==> src/rtl/bcd_pkg.sv <==
// Package: bcd_pkg
// Shared types and constants for the multi-decade BCD up/down counter.
//   bcd_digit_t : one packed BCD decade (4 bits)
//   BCD_MAX     : largest legal decade value (9)
//   BCD_MIN     : smallest legal decade value (0)
package bcd_pkg;

    typedef logic [3:0] bcd_digit_t;

    localparam bcd_digit_t BCD_MAX = 4'd9;
    localparam bcd_digit_t BCD_MIN = 4'd0;

    // Values above 9 cannot be stored as BCD; they collapse to 9.
    function automatic bcd_digit_t bcd_clamp(input bcd_digit_t val);
        return (val > BCD_MAX) ? BCD_MAX : val;
    endfunction

endpackage

==> src/rtl/bcd_updown_counter_if.sv <==
// Interface: bcd_updown_counter_if
// Control and result bundle of the BCD up/down counter.
//   en    : count enable
//   load  : synchronous parallel load
//   dir   : 0 = up, 1 = down
//   data  : load value, digit i at [4i+3:4i]
//   sat   : saturate instead of wrap (only when BCD_CNT_SAT_EN is defined)
//   count : current BCD value, same packing as data
//   sup   : overflow pulse
//   inf   : underflow pulse
// modport master drives the controls, modport slave is the counter side.
interface bcd_updown_counter_if #(
    parameter int DIGITS = 4
);
    logic                  en;
    logic                  load;
    logic                  dir;
    logic [4*DIGITS-1:0]   data;
`ifdef BCD_CNT_SAT_EN
    logic                  sat;
`endif
    logic [4*DIGITS-1:0]   count;
    logic                  sup;
    logic                  inf;

`ifdef BCD_CNT_SAT_EN
    modport master (output en, load, dir, data, sat, input count, sup, inf);
    modport slave  (input en, load, dir, data, sat, output count, sup, inf);
`else
    modport master (output en, load, dir, data, input count, sup, inf);
    modport slave  (input en, load, dir, data, output count, sup, inf);
`endif

endinterface

==> src/rtl/bcd_digit.sv <==
// Module: bcd_digit
// One BCD decade register.
//   clk      : rising-edge clock
//   rst_n    : asynchronous reset, active high (clears the digit)
//   step_en  : advance this digit one step this edge
//   dir      : 0 = increment, 1 = decrement
//   load     : take load_val (clamped to 9) this edge, overrides step_en
//   load_val : parallel load value
//   digit    : current decade value
//   is_max   : digit counts as 9 for carry purposes (9 or illegal >9)
//   is_min   : digit is 0
module bcd_digit
    import bcd_pkg::*;
(
    input  logic       clk,
    input  logic       rst_n,
    input  logic       step_en,
    input  logic       dir,
    input  logic       load,
    input  bcd_digit_t load_val,
    output bcd_digit_t digit,
    output logic       is_max,
    output logic       is_min
);

    // An illegal value behaves as 9: it wraps to 0 going up and snaps
    // to 9 going down.
    always_ff @(posedge clk or posedge rst_n) begin
        if (rst_n) begin
            digit <= BCD_MIN;
        end else if (load) begin
            digit <= bcd_clamp(load_val);
        end else if (step_en) begin
            if (!dir) begin
                digit <= (digit >= BCD_MAX) ? BCD_MIN : digit + 4'd1;
            end else if (digit == BCD_MIN) begin
                digit <= BCD_MAX;
            end else if (digit > BCD_MAX) begin
                digit <= BCD_MAX;
            end else begin
                digit <= digit - 4'd1;
            end
        end
    end

    assign is_max = (digit >= BCD_MAX);
    assign is_min = (digit == BCD_MIN);

endmodule

==> src/rtl/bcd_updown_counter.sv <==
// Module: bcd_updown_counter
// Parametrised multi-decade BCD up/down counter with parallel load and
// registered overflow/underflow pulses.
//   clk   : rising-edge clock
//   rst_n : asynchronous reset, active high (count and flags cleared)
//   bus   : bcd_updown_counter_if.slave (en, load, dir, data, [sat],
//           count, sup, inf)
// Optional feature macro: BCD_CNT_SAT_EN adds the sat input; with sat=1
// the counter holds at all-9s / all-0s instead of wrapping.
module bcd_updown_counter
    import bcd_pkg::*;
#(
    parameter int DIGITS = 4
) (
    input  logic                 clk,
    input  logic                 rst_n,
    bcd_updown_counter_if.slave  bus
);

    bcd_digit_t          digit_q [DIGITS];
    logic [DIGITS-1:0]   is_max;
    logic [DIGITS-1:0]   is_min;
    logic [DIGITS-1:0]   up_ok;
    logic [DIGITS-1:0]   dn_ok;
    logic [DIGITS-1:0]   step_en;
    logic                all_max;
    logic                all_min;
    logic                hold;
    logic                step_any;
    logic                sup_q;
    logic                inf_q;

    assign all_max = &is_max;
    assign all_min = &is_min;

`ifdef BCD_CNT_SAT_EN
    assign hold = bus.sat & (bus.dir ? all_min : all_max);
`else
    assign hold = 1'b0;
`endif

    assign step_any = bus.en & ~bus.load & ~hold;

    // Lookahead: each digit's enable is a flat AND of all lower terminal
    // flags, so a full carry/borrow settles within one cycle.
    for (genvar i = 0; i < DIGITS; i++) begin : g_digit
        if (i == 0) begin : g_lsd
            assign up_ok[i] = 1'b1;
            assign dn_ok[i] = 1'b1;
        end else begin : g_upper
            assign up_ok[i] = &is_max[i-1:0];
            assign dn_ok[i] = &is_min[i-1:0];
        end

        assign step_en[i] = step_any & (bus.dir ? dn_ok[i] : up_ok[i]);

        bcd_digit u_digit (
            .clk      (clk),
            .rst_n    (rst_n),
            .step_en  (step_en[i]),
            .dir      (bus.dir),
            .load     (bus.load),
            .load_val (bus.data[4*i +: 4]),
            .digit    (digit_q[i]),
            .is_max   (is_max[i]),
            .is_min   (is_min[i])
        );

        assign bus.count[4*i +: 4] = digit_q[i];
    end

    // Flags mark the edge that passes a full-range boundary; in saturate
    // mode they repeat on every edge that is held at the boundary.
    always_ff @(posedge clk or posedge rst_n) begin
        if (rst_n) begin
            sup_q <= 1'b0;
            inf_q <= 1'b0;
        end else begin
            sup_q <= bus.en & ~bus.load & ~bus.dir & all_max;
            inf_q <= bus.en & ~bus.load &  bus.dir & all_min;
        end
    end

    assign bus.sup = sup_q;
    assign bus.inf = inf_q;

endmodule

==> src/flat_wrapper.sv <==
// flat-port wrapper written by rule: the top's interface ports become plain ports
module bcd_updown_counter_flat import bcd_pkg::*;
#(
    parameter int DIGITS = 4
)
  (clk, rst_n, bus_en, bus_load, bus_dir, bus_data, bus_count, bus_sup, bus_inf);
  bcd_updown_counter_if #(.DIGITS(DIGITS)) bus_i ();
  input  logic clk;
  input  logic rst_n;
  input wire logic [$bits(bus_i.en)-1:0] bus_en;
  input wire logic [$bits(bus_i.load)-1:0] bus_load;
  input wire logic [$bits(bus_i.dir)-1:0] bus_dir;
  input wire logic [$bits(bus_i.data)-1:0] bus_data;
  output wire logic [$bits(bus_i.count)-1:0] bus_count;
  output wire logic [$bits(bus_i.sup)-1:0] bus_sup;
  output wire logic [$bits(bus_i.inf)-1:0] bus_inf;
  assign bus_i.en = bus_en;
  assign bus_i.load = bus_load;
  assign bus_i.dir = bus_dir;
  assign bus_i.data = bus_data;
  assign bus_count = bus_i.count;
  assign bus_sup = bus_i.sup;
  assign bus_inf = bus_i.inf;
  bcd_updown_counter #(.DIGITS(DIGITS)) u_core (.clk(clk), .rst_n(rst_n), .bus(bus_i));
endmodule
==> config.mk <==
export PLATFORM = sky130hd
export DESIGN_NAME = bcd_updown_counter_flat
export DESIGN_NICKNAME = d
export VERILOG_FILES = /design/src/rtl/bcd_pkg.sv /design/src/rtl/bcd_updown_counter_if.sv /design/src/rtl/bcd_digit.sv /design/src/rtl/bcd_updown_counter.sv /design/src/flat_wrapper.sv
export SDC_FILE = /design/constraint.sdc
export NUM_CORES = 1
export LEC_CHECK = 0
export CAP_MARGIN = 20
export CORE_ASPECT_RATIO = 0.9
export CORE_UTILIZATION = 56
export DETAILED_ROUTE_END_ITERATION = 12
export PLACE_DENSITY_LB_ADDON = 0.05
export SETUP_SLACK_MARGIN = 0.05
export SYNTH_ARGS = -nofsm -noshare
export SYNTH_HDL_FRONTEND = slang
export SYNTH_HIERARCHICAL = 1
export SYNTH_SLANG_ARGS = --single-unit
==> constraint.sdc <==
create_clock -name clk -period 3.5 [get_ports clk]
set_input_delay 0.525 -clock clk [delete_from_list [all_inputs] [get_ports clk]]
set_output_delay 0.525 -clock clk [all_outputs]
set_load 0.02 [all_outputs]
==> impl_summary.txt <==
----------------------------------------------------
[Clocking]
  Cell at the root of the clock tree ... sky130_fd_sc_hd__clkbuf_8
  Maximum root-to-sink buffer count ... 2
  # Post-CTS Setup Buffers ... 0
  Hold buffer count at cts ... 0
  Clk slew on worst S/H paths ... 0.07 ns
  Clock insertion delay at the later pin of the skew report ... 0.26 ns
  Resize count post-CTS ... 0
  TritonCTS sink count ... 18
  CTS HTree Levels ... 1
  CTS buffer count ... 3
  CTS tree ... yes

[Placed design]
  Worst setup slack before clock tree synthesis ... 0.945 ns
  Standard cell area after detailed placement ... 2320 um^2
  HPWL after detailed placement ... 3270 um
  Placer's final routability congestion estimate ... 0.862
  Count of buffers inserted at the top-level ports ... 38

[Die]
  Area enclosed by the die boundary ... 3690 um^2
  Number of placement rows ... 19
  Starting utilization of the core area ... 0.611
  Number of ports placed on the die boundary ... 39
  Vert. Die Dim ... 57.7 um
  Width of the die ... 63.9 um
  Core area ... 3160 um^2

[Run status]
  Status ... finished, final reports clean

[Timing]
  Slew at the pin with the worst max-slew slack ... 0.521 ns
  Hold WS ... 0.581 ns
  Total negative slack ... 0 ns
  Max Fclk ... 0.414 GHz
  Unrepaired setup endpoints after global routing ... false
  Final number of max-transition violations ... 0
  Clock tree skew after final layout ... 0.000948 ns
  Number of hold violations in the final report ... 0
  Minimum period implied by the final worst setup slack ... 2.42 ns
  Fin worst setup slack ... 1.08 ns
  Worst-case headroom to the max-slew limit ... 0.652
  Final Cycle Share ... 0.690
  Setup-violating endpoint count in the final report ... 0

[GRT]
  Total routing usage reported by global routing ... 0.258
  First-pass GRT wire length ... 7600 um
  Overflow left after global routing ... 0
  Largest net degree at the start of global routing ... 37
  Antenna violations before repair ... 0
  Via count of the first global-routing pass ... 1660

[Synthesis]
  Seq/Total Area, Yosys ... 0.233
  Syn Area/Cell ... 7.89 um^2
  Warning count from the yosys run ... 6
  Number of synthesized register bits ... 18
  Synthesized instance count ... 245
  Syn_nets ... 278
  Distinct cell type count after synthesis ... 36
  Post-synthesis instance area ... 1930 um^2

[Setup path]
  Type of the setup path with the least slack ... reg2reg
  Nature of the critical path endpoint ... flip-flop
  Element type at the critical path start ... flip-flop
  Worst Path Max Fanout ... 8
  Start of the worst register-to-register path ... u_core/g_digit[0].u_digit/digit[0]
  Terminus of the critical flop-to-flop path ... u_core/g_digit[3].u_digit/digit[0]
  Data arrival time of the critical path ... 2.56 ns
  Number of cells on the worst reg-to-reg path ... 10
  Setup slack of the most critical reg-to-reg path ... 1.08 ns
  Required @ worst endpoint ... 3.65 ns

[Drt]
  Pre-antenna DRT Iters ... 5
  Avg WL per Cell ... 14.2 um
  Vias/cell ... 6.00
  Number of remaining DRC errors ... 0
  Drt total wl ... 4520 um
  DRT antenna net count ... 0
  First DRT Iteration DRCs ... 165
  DR vias ... 1914

[Flow run]
  Max-capacitance violation count ... 0

[Power and ir drop]
  Maximum vdd ir drop ... 0.000240 V
  Cell Pwr Density ... 324 nW/um^2
  Tot Pwr ... 0.768 mW
  Leakage component of the power ... 0.957 nW

[Layout]
  Layout net count ... 311
  Layout overhead on the synthesized area ... 22.7%
  Final std cell area, no fill ... 2370 um^2
  Count of inserted antenna diode cells ... 0
  Number of filler cells placed in the layout ... 263
  Share of cells above drive strength 1 ... 0.0903

[Hold path]
  Worst hold-check path type ... in2async

----------------------------------------------------
-- report_power, final --
| part | switching (mW) | leakage (nW) | total (mW) | internal (mW) |
|---|---|---|---|---|
| clock | 0.0749 | 0.0288 | 0.175 | 0.100 |
| sequential | 0.0456 | 0.225 | 0.273 | 0.227 |
| combinational | 0.170 | 0.703 | 0.320 | 0.150 |
| total | 0.290 | 0.957 | 0.768 | 0.478 |
-- cell families (layout without fill, tap and decap cells) --
| kind of cell | after synthesis | in the layout | share of synthesized area |
|---|---|---|---|
| buf+inv | 48 | 80 | 0.111 |
| fa+ha+maj | 12 | 12 | 0.0777 |
| mux | 4 | 4 | 0.0207 |
| compound gates | 87 | 87 | 0.339 |
| simple gates | 76 | 76 | 0.219 |
| flops | 18 | 18 | 0.233 |
-- cell type report --
class                           count  area, um^2  area share
Timing Repair Buffer               44         425       0.179
Tap cell                           42        52.6      0.0222
Multi-Input combinational cell    179        1270       0.535
Clock buffer                        4        55.1      0.0232
Inverter                           32         120      0.0507
Sequential cell                    18         450       0.190
-- cell usage in the layout, fill, tap and decap left out, types with 6 or more instances in the layout --
| master | synthesis | final |
|---|---|---|
| sky130_fd_sc_hd__buf_4 | 0 | 6 |
| sky130_fd_sc_hd__a31oi_1 | 8 | 8 |
| sky130_fd_sc_hd__nand2_1 | 8 | 8 |
| sky130_fd_sc_hd__nand3b_1 | 8 | 8 |
| sky130_fd_sc_hd__nor2_1 | 31 | 31 |
| sky130_fd_sc_hd__a21oi_1 | 21 | 21 |
| sky130_fd_sc_hd__dfrtp_1 | 18 | 18 |
| sky130_fd_sc_hd__ha_1 | 12 | 12 |
| sky130_fd_sc_hd__clkdlybuf4s50_1 | 0 | 38 |
| sky130_fd_sc_hd__inv_1 | 31 | 31 |
| sky130_fd_sc_hd__o21ai_0 | 13 | 13 |
| sky130_fd_sc_hd__nand2b_1 | 7 | 7 |
| sky130_fd_sc_hd__o21a_1 | 8 | 8 |
-- layer usage --
| metal | track usage | up-vias | wire length, um |
|---|---|---|---|
| met2 | 0.415 | 73 | 2070 |
| met4 | 0.0487 | 0 | 17 |
| met1 | 0.366 | 884 | 2160 |
| met3 | 0.0433 | 2 | 273 |
| met5 | 0 | - | 0 |
| li1 | - | 955 | - |
-- worst max-delay path, cell delays in order, from the launching register on --
cell and delay [ns]:
sky130_fd_sc_hd__dfrtp_1 0.46, sky130_fd_sc_hd__inv_1 0.14, sky130_fd_sc_hd__ha_1 0.28, sky130_fd_sc_hd__nor3b_2 0.37, sky130_fd_sc_hd__nand4_1 0.17, sky130_fd_sc_hd__o21ai_0 0.18
sky130_fd_sc_hd__buf_4 0.18, sky130_fd_sc_hd__inv_1 0.06, sky130_fd_sc_hd__nor2_1 0.13, sky130_fd_sc_hd__a221oi_2 0.08, sky130_fd_sc_hd__o31a_1 0.24
-- Yosys cell counts (all sizes together) --
cell / n / area [um^2]
nor4: 4 / 25.0
dfrtp: 18 / 450
nor3: 1 / 5.00
nand3b: 8 / 60.1
a21oi: 21 / 105
o2111ai: 4 / 35.0
o21ai: 13 / 65.1
nand2b: 8 / 57.6
nand2: 8 / 30.0
nor2b: 1 / 8.76
o31a: 4 / 35.0
o221a: 4 / 45.0
mux2i: 4 / 40.0
buf: 12 / 80.1
o211ai: 4 / 30.0
nor3b: 8 / 80.1
nor2: 31 / 116
nand4: 2 / 12.5
ha: 12 / 150
nand3: 4 / 20.0
clkbuf: 4 / 15.0
o32ai: 4 / 65.1
a221oi: 4 / 60.1
inv: 32 / 120
a31oi: 8 / 50.1
or2b: 1 / 7.51
o21a: 8 / 60.1
o2bb2ai: 4 / 35.0
o31ai: 4 / 30.0
a32oi: 1 / 8.76
a211oi: 4 / 30.0
-- metrics by stage --
step                      cells  utilization
after floorplan             245            -
after detailed placement    315        0.732
final                       319        0.750
after global placement      315        0.732
after CTS                   319        0.750
after global routing        319        0.750
-- sequential cells by signal, indices dropped and copies added (netlist names) --
| name | flops |
|---|---|
| u_core/bus.inf | 1 |
| u_core/g_digit.u_digit/digit | 16 |
| u_core/bus.sup | 1 |
-- worst max-delay path by stage --
stage / startpoint / to / slack, ns
2_1_floorplan: u_core/g_digit[0].u_digit/digit[0] / u_core/g_digit[3].u_digit/digit[0] / 1.15
3_3_place_gp: bus_dir / u_core/g_digit[3].u_digit/digit[2] / 1.01
3_5_place_dp: bus_dir / u_core/g_digit[3].u_digit/digit[2] / 0.95
4_1_cts: u_core/g_digit[0].u_digit/digit[0] / u_core/g_digit[3].u_digit/digit[0] / 1.10
5_1_grt: u_core/g_digit[0].u_digit/digit[0] / u_core/g_digit[3].u_digit/digit[0] / 0.81
6_report: u_core/g_digit[0].u_digit/digit[0] / u_core/g_digit[3].u_digit/digit[0] / 1.08
No activity file was read; power rests on OpenSTA's default activity.
